**src/rtl/hazard_ctrl.sv**
```systemverilog
// Pipeline hazard unit: operand forwarding, load-use and branch stalls,
// multi-cycle divider handshake and a saturating stall-cycle counter.
`timescale 1ns/1ps

module hazard_ctrl #(
  parameter int CNT_W = 32
) (
  input  logic             clk,
  input  logic             rst,
  input  logic [4:0]       rsD,
  input  logic [4:0]       rtD,
  input  logic [4:0]       rsE,
  input  logic [4:0]       rtE,
  input  logic [4:0]       writeregE,
  input  logic [4:0]       writeregM,
  input  logic [4:0]       writeregW,
  input  logic             regwriteE,
  input  logic             regwriteM,
  input  logic             regwriteW,
  input  logic             memtoregE,
  input  logic             memtoregM,
  input  logic             branchD,
  input  logic             divE,
  input  logic             div_done,
  input  logic             excM,
  output logic             stallF,
  output logic             stallD,
  output logic             stallE,
  output logic             flushD,
  output logic             flushE,
  output logic             flushM,
  output logic             flushW,
  output logic [1:0]       forwardAE,
  output logic [1:0]       forwardBE,
  output logic             forwardAD,
  output logic             forwardBD,
  output logic             div_start,
  output logic             div_busy,
  output logic [CNT_W-1:0] stall_cnt
);

  typedef enum logic [1:0] {
    ST_IDLE = 2'd0,
    ST_WAIT = 2'd1,
    ST_DONE = 2'd2
  } div_state_e;

  localparam logic [1:0] FWD_RF = 2'b00;
  localparam logic [1:0] FWD_W  = 2'b01;
  localparam logic [1:0] FWD_M  = 2'b10;

  div_state_e       state_q, state_d;
  logic             div_start_q, div_start_d;
  logic [CNT_W-1:0] stall_cnt_q, stall_cnt_d;

  logic lwstall;
  logic brstall;
  logic div_launch;
  logic divstall;

  // Register 0 is hardwired to zero, so it never carries a real dependency.
  function automatic logic reg_match(input logic [4:0] a, input logic [4:0] b);
    return (a == b) && (a != 5'd0);
  endfunction

  // ---------------------------------------------------------------------------
  // Forwarding selects: M stage is newer than W, so it wins.
  // ---------------------------------------------------------------------------
  always_comb begin
    // NOTE: every always_comb output gets a default first so no path can
    // leave it unassigned, which would otherwise infer a latch.
    forwardAE = FWD_RF;
    forwardBE = FWD_RF;
    if (regwriteM && reg_match(writeregM, rsE))      forwardAE = FWD_M;
    else if (regwriteW && reg_match(writeregW, rsE)) forwardAE = FWD_W;
    if (regwriteM && reg_match(writeregM, rtE))      forwardBE = FWD_M;
    else if (regwriteW && reg_match(writeregW, rtE)) forwardBE = FWD_W;
  end

  assign forwardAD = regwriteM && reg_match(writeregM, rsD);
  assign forwardBD = regwriteM && reg_match(writeregM, rtD);

  // ---------------------------------------------------------------------------
  // Data hazards detected in D
  // ---------------------------------------------------------------------------
  assign lwstall = memtoregE &&
                   (reg_match(writeregE, rsD) || reg_match(writeregE, rtD));

  assign brstall = branchD &&
                   ((regwriteE && (reg_match(writeregE, rsD) || reg_match(writeregE, rtD))) ||
                    (memtoregM && (reg_match(writeregM, rsD) || reg_match(writeregM, rtD))));

  // A divide entering E from IDLE stalls immediately, before the FSM moves.
  assign div_launch = (state_q == ST_IDLE) && divE && !excM;
  assign divstall   = !rst && ((state_q == ST_WAIT) || div_launch);

  // ---------------------------------------------------------------------------
  // Stall / flush outputs; an exception overrides everything.
  // ---------------------------------------------------------------------------
  always_comb begin
    stallF = 1'b0;
    stallD = 1'b0;
    stallE = 1'b0;
    flushD = 1'b0;
    flushE = 1'b0;
    flushM = 1'b0;
    flushW = 1'b0;
    if (excM) begin
      flushD = 1'b1;
      flushE = 1'b1;
      flushM = 1'b1;
      flushW = 1'b1;
    end else if (divstall) begin
      stallF = 1'b1;
      stallD = 1'b1;
      stallE = 1'b1;
      flushM = 1'b1;
    end else if (lwstall || brstall) begin
      stallF = 1'b1;
      stallD = 1'b1;
      flushE = 1'b1;
    end
  end

  // ---------------------------------------------------------------------------
  // Divider handshake FSM
  // ---------------------------------------------------------------------------
  always_comb begin
    state_d     = state_q;
    div_start_d = 1'b0;
    if (excM) begin
      state_d = ST_IDLE;
    end else begin
      unique case (state_q)
        ST_IDLE: begin
          if (divE) begin
            state_d     = ST_WAIT;
            div_start_d = 1'b1;
          end
        end
        ST_WAIT: if (div_done) state_d = ST_DONE;
        // divE is still high here for the same instruction; do not relaunch.
        ST_DONE: state_d = ST_IDLE;
        default: state_d = ST_IDLE;
      endcase
    end
  end

  assign div_start = div_start_q;
  assign div_busy  = (state_q == ST_WAIT);

  // ---------------------------------------------------------------------------
  // Saturating stall-cycle counter
  // ---------------------------------------------------------------------------
  always_comb begin
    stall_cnt_d = stall_cnt_q;
    if (stallF && (stall_cnt_q != '1)) stall_cnt_d = stall_cnt_q + CNT_W'(1);
  end

  assign stall_cnt = stall_cnt_q;

  // NOTE: state registers use non-blocking assignments so every flop samples
  // the pre-edge value of every other flop, independent of statement order.
  always_ff @(posedge clk) begin
    if (rst) begin
      state_q     <= ST_IDLE;
      div_start_q <= 1'b0;
      stall_cnt_q <= '0;
    end else begin
      state_q     <= state_d;
      div_start_q <= div_start_d;
      stall_cnt_q <= stall_cnt_d;
    end
  end

endmodule

```
**config.mk**
```make
export PLATFORM = sky130hd
export DESIGN_NAME = hazard_ctrl
export DESIGN_NICKNAME = d
export VERILOG_FILES = /design/src/rtl/hazard_ctrl.sv
export SDC_FILE = /design/constraint.sdc
export NUM_CORES = 1
export LEC_CHECK = 0
export ABC_AREA = 1
export CAP_MARGIN = 10
export CORE_UTILIZATION = 52
export DETAILED_ROUTE_END_ITERATION = 10
export HOLD_SLACK_MARGIN = 0.15
export PLACE_DENSITY = 0.87
export SYNTH_ARGS = -nofsm -noshare
export SYNTH_HDL_FRONTEND = slang
export SYNTH_SLANG_ARGS = --single-unit
```
**constraint.sdc**
```tcl
create_clock -name clk -period 4.8 [get_ports clk]
set_clock_uncertainty 0.15 [all_clocks]
set_input_delay 0.48 -clock clk [delete_from_list [all_inputs] [get_ports clk]]
set_output_delay 0.48 -clock clk [all_outputs]
set_load 0.1 [all_outputs]
```
======== Word level (Yosys, flattened, before mapping) ========
Index checks and enable logic that the tools add are counted.
word-level totals
  bits in registers ....................... 35
  input bits .............................. 46
  output and inout bits ................... 47
  word-level logic and storage cells ...... 70
cells by class
  add/subtract/negate cells ............... 1
  equal/unequal tests ..................... 12
  muxes and demuxes ....................... 17
  bitwise logic cells ..................... 1
  reductions and logical operators ........ 36
operators with widths
  kind                                                             count
  5-bit == test                                                    8
  32-bit by 1-bit adder with 32-bit output, second input constant  1
  32-bit inequality test, second input constant                    1
  1-bit logical AND                                                22
  5-bit nonzero test                                               3
  1-bit two-way mux                                                12
  2-bit two-way mux                                                4
  1-bit logical OR                                                 5
  2-bit inequality test, second input constant                     2
  2-bit one-hot mux with 2 select lines                            1
  3-bit OR reduction                                               1
  2-bit by 1-bit == test with 1-bit output, second input constant  1
  1-bit zero test                                                  2
  2-bit zero test                                                  1
  2-bit AND reduction                                              1
  2-bit OR reduction                                               1
  1-bit inverter                                                   1

======== Logic depth before layout (Yosys ltp) ========
  word-level depth ........................ 11
  mapped depth ............................ 14
  mapped depth without buffers ............ 13

======== Worst setup path after synthesis ========
Ideal clock, no wire load.
  path kind ............................... input to output
  start ................................... input writeregM[2]
  end ..................................... output forwardAE[0]
  data arrival time ....................... 8,081 ps
  data required time ...................... 4,170 ps
  slack ................................... -3,911 ps
  stages .................................. 6
  path through ............................ buf_4 > xor2_1 > nor2_1 > nand3_1 > a2111oi_0 > nor2_1
between the ends
  cells in the longest elaborated chain, start to end .. 4
  elaborated cells on any way between the ends .. 5
  classes of those cells .................. eq/ne (1); mux (1); reduce/logical (3)
RTL lines
  item                                                        RTL line  source
  start: declaration                                          15        input logic [4:0] writeregM,
  5-bit == test / 5-bit nonzero test (equally long branches)  63        return (a == b) && (a != 5'd0);
  1-bit logical AND (*)                                       63
  1-bit logical AND (*)                                       74        if (regwriteM && reg_match(writeregM, rsE)) forwardAE = FWD_M;
  2-bit two-way mux (*)                                       74
  end: declaration                                            33        output logic [1:0] forwardAE,
Every way passes the cells marked *; elsewhere a longest branch is shown, timed or not.

======== Worst setup path in the final report ========
  start ................................... input writeregM[1]
  end ..................................... output forwardAE[1]
The elaborated chain is that of the path after synthesis.

==> summary by stage <==
Routing
The detail route stage leaves a number of antenna-violating nets equal to 0. In the routed design, unresolved DRC markers number 0. The detailed-routing iteration count for the pre-antenna-repair pass is 5. For this block, the routed nets add up to between 9000 and 10000 um of wire.

The detailed router's first-iteration violation count is about 320. The via density per instance is 5.41. The wire length per cell after detailed routing is roughly 14 um. Across all layers, the routed design uses ~3800 vias.

Worst setup path
The maximum net fanout on the critical path is 7. On the worst path, the slowest cell contributes a delay of roughly 1.2 ns. The startpoint of the lowest-slack register-to-register path is stall_cnt[1]. The category of the most critical setup path is primary input to output pin. Measured in cells, the most critical reg-to-reg path has a length of 9. The number of buffers and inverters on the critical path is 3. The startpoint class of the critical path is a primary input. The worst setup path is captured at an output pin. On the critical path, the stage with the largest delay is an instance of sky130_fd_sc_hd__clkdlybuf4s50_1. The signal on the critical path passes through clkdlybuf4s50_1 -> nor2_1 -> nand3_1 -> inv_2 -> a2111oi_2 -> clkdlybuf4s50_1.

The cell family contributing the most delay on the critical path is buffers and inverters. The critical path arrival is between 2 and 3 ns. The required time at the worst-slack endpoint is about 4.2 ns. The library cell appearing most often on the critical path is sky130_fd_sc_hd__clkdlybuf4s50_1. The register-to-register setup slack is ~1.9 ns. The endpoint of the worst register-to-register path is stall_cnt[8].

Worst hold path
The worst hold path belongs to the class register to register. The endpoint of the worst hold-timing path is state_q[1]. The worst hold path begins at state_q[0].

The worst hold path passes through 2 cells.

Power and ir drop
Dividing total power by cell area gives a power density of ~180 nW/um2. The static leakage is about 1.7 nW. IR analysis of the VDD net gives a maximum drop of between 150 and 200 uV.

Global routing
The first-pass GRT wire length is between 15000 and 20000 um. The total overflow reported by the global router is 0. Entering global routing, the biggest net connects 37 pins.

The total track usage is roughly a third. The number of antenna violations at the first check in global routing was 0. The number of global-route vias before repair is between 3000 and 4000.

Floorplan
For this configuration, the core starts out at a cell density of 54.9%. The die covers 6230 um2. The number of ports placed on the die boundary is 93. The floorplan step set the die height to 79.0 um. The floorplan step set the die width to 79.0 um. The area of the core is between 5000 and 6000 um2. The number of standard-cell rows in the floorplan is 27.

Synthesis
The sequential share of the synthesized area is a little under a quarter. The mean instance size in the synthesized netlist is roughly 5.7 um2. In this run the cell area of the synthesized design comes to approximately 3100 um2. The number of synthesized register bits is 35. The number of nets in the synthesized netlist is 590.

The number of warnings reported in the yosys synthesis log is 0. Yosys mapped the design onto 36 distinct sky130hd cell types. Synthesis handed over a netlist of approximately 540 instances.

Timing
The total negative slack for setup checks is 0 ns. Headroom to the max-slew limit came out at between 30% and 40%. The number of slew-limit violations in the final report was 0. The number of hold-slack violations in the final timing report came to 0. Setup repair after global routing left no endpoint under its margin. In the finished design, the share of the clock period the worst path needs comes to between 70 and 80%. Setup violations remaining at the end of the flow were counted as 0. The transition time at the pin with the least slew margin is ~1.0 ns. The peak clock frequency supported by timing is 0.279 GHz. The minimum period implied by the final worst setup slack is around 3.6 ns.

Cells and area
In the final layout, the share of cells above drive strength 1 is 5.44%. The number of nets in the layout is 671. The number of diodes is 0.

The filler cells instantiated in the layout total a little over 500. The footprint of the multi-input gates is roughly 2000 um2. The sequential cell area in the final layout is around 700 um2. The finished cells cover 4090 um2.

The layout-stage area growth over the synthesis result is 33.0%.

Place
The HPWL after detailed placement is about 7300 um. Once placement finished, the instance area stood at approximately 4000 um2. At the end of routability-driven placement, the weighted congestion stood at ~0.96. The count of port buffers added during placement is 92.

Run status
The run finished with clean final reports.

CTS
The sink count of the clock tree is 35. The post-cts gate resize count is 0. The post-CTS clock slew at the launch and capture registers of the worst setup and hold paths is 0.08 ns.

The cell sitting at the root of the clock tree is a sky130_fd_sc_hd__clkbuf_8. At the later pin of the worst-skew pair, clock insertion delay measures approximately 0.30 ns. Counting the buffers created by CTS gives 5. In this run the post-CTS setup repair buffer count came out at 0. The clock tree synthesis step divided the H-tree into 2 levels.

Buffers inserted to repair hold after CTS numbered 0. TritonCTS built the clock tree. In this run the deepest clock path goes through 2 buffers.

Run
Max-cap violations in this run came to 0.
==> worst register-to-register path: cells and delay by family (launching register included) <==
family,cells,cell delay [ns]
simple gates,7,1.86
fa+ha+maj,1,0.26
compound gates,1,0.16
flops,1,0.38
==> worst max path at each step <==
stage	cells past startpoint	end	start
2_1_floorplan	6	forwardAE[0]	writeregM[1]
3_3_place_gp	6	forwardAE[1]	writeregM[2]
3_5_place_dp	6	forwardAE[1]	writeregM[2]
4_1_cts	6	forwardAE[1]	writeregM[2]
5_1_grt	6	forwardAE[1]	writeregM[2]
6_report	6	forwardAE[1]	writeregM[1]
==> state kept, by name (all words and copies together) (netlist names) <==
name       cells
state_q        2
stall_cnt     32
div_start      1
==> logic make-up after synthesis <==
| group | count (synthesis) | synth area share [%] |
|---|---|---|
| simple gates | 349 | 49.9 |
| compound gates | 40 | 7.48 |
| buf+inv | 95 | 12.9 |
| xor+xnor | 23 | 6.54 |
| fa+ha+maj | 1 | 0.406 |
| flops | 35 | 22.8 |
==> cells in the mapped netlist, drive strengths merged <==
cell type	n	area, um2
nand2	169	634
nor2	95	377
inv	73	274
dfxtp	35	701
nand3	32	188
nand4	29	188
a21oi	21	105
buf	16	100
nor3	12	65.1
xor2	12	105
xnor2	11	96.3
nand3b	8	60.1
o21ai	6	30.0
o22ai	5	31.3
clkbuf	4	15.0
o2111ai	3	26.3
a211oi	2	15.0
clkinv	2	7.51
a2111oi	1	8.76
a31oi	1	6.26
and3	1	6.26
ha	1	12.5
nor3b	1	7.51
nor4	1	6.26
o21bai	1	7.51
or2	1	6.26
==> power by group <==
part / internal [mW] / leakage, nW / total [mW] / switching, mW
registers: 0.293 / 0.282 / 0.295 / 0.00255
logic: 0.0716 / 1.38 / 0.206 / 0.134
clock network: 0.131 / 0.0505 / 0.251 / 0.120
==> metrics by stage <==
| step | instances | power (mW) | worst slack, ns | utilization [%] | hold slack (ns) |
|---|---|---|---|---|---|
| after detailed placement | 689 | 0.506 | 1.22 | 71.2 | 0.339 |
| after CTS | 697 | 0.751 | 1.21 | 73.0 | 0.349 |
| after global placement | 689 | 0.503 | 1.23 | 71.2 | 0.313 |
| after floorplan | 543 | 0.436 | 0.145 | - | 0.303 |
| after global routing | 697 | 0.783 | 1.09 | 73.0 | 0.354 |
| final | 697 | 0.752 | 1.21 | 73.0 | 0.351 |
==> cell usage in the layout (no fill, tap or decap), types with 2 or more instances in the layout <==
cell type / Yosys / final
sky130_fd_sc_hd__nand2_1: 169 / 169
sky130_fd_sc_hd__nor2_1: 89 / 89
sky130_fd_sc_hd__clkdlybuf4s50_1: 0 / 87
sky130_fd_sc_hd__inv_1: 69 / 69
sky130_fd_sc_hd__dfxtp_1: 35 / 35
sky130_fd_sc_hd__nand3_1: 28 / 28
sky130_fd_sc_hd__nand4_1: 28 / 28
sky130_fd_sc_hd__a21oi_1: 21 / 21
sky130_fd_sc_hd__xor2_1: 12 / 12
sky130_fd_sc_hd__xnor2_1: 11 / 11
sky130_fd_sc_hd__nor3_1: 11 / 11
sky130_fd_sc_hd__nand3b_1: 8 / 8
sky130_fd_sc_hd__clkbuf_8: 0 / 7
sky130_fd_sc_hd__buf_4: 5 / 7
sky130_fd_sc_hd__o21ai_0: 6 / 6
sky130_fd_sc_hd__o22ai_1: 5 / 5
sky130_fd_sc_hd__nor2_2: 5 / 5
sky130_fd_sc_hd__inv_2: 4 / 4
sky130_fd_sc_hd__o2111ai_1: 3 / 3
sky130_fd_sc_hd__nand3_2: 3 / 3
sky130_fd_sc_hd__a211oi_1: 2 / 2
sky130_fd_sc_hd__clkinv_1: 2 / 2
==> routing by layer <==
| metal | GRT usage, % | vias up | routed length (um) |
|---|---|---|---|
| met5 | 0 | - | 0 |
| li1 | - | 1882 | - |
| met1 | 41.4 | 1675 | 4340 |
| met3 | 5.29 | 20 | 751 |
| met2 | 54.2 | 193 | 4290 |
| met4 | 11.3 | 0 | 189 |
==> layout make-up <==
type	instances	area share, %
Timing Repair Buffer	94	22.6
Sequential cell	35	17.1
Clock buffer	7	2.35
Tap cell	72	2.20
Multi-Input combinational cell	413	48.7
Clock inverter	1	0.183
Inverter	75	6.88
No activity file was read; power rests on OpenSTA's default activity.
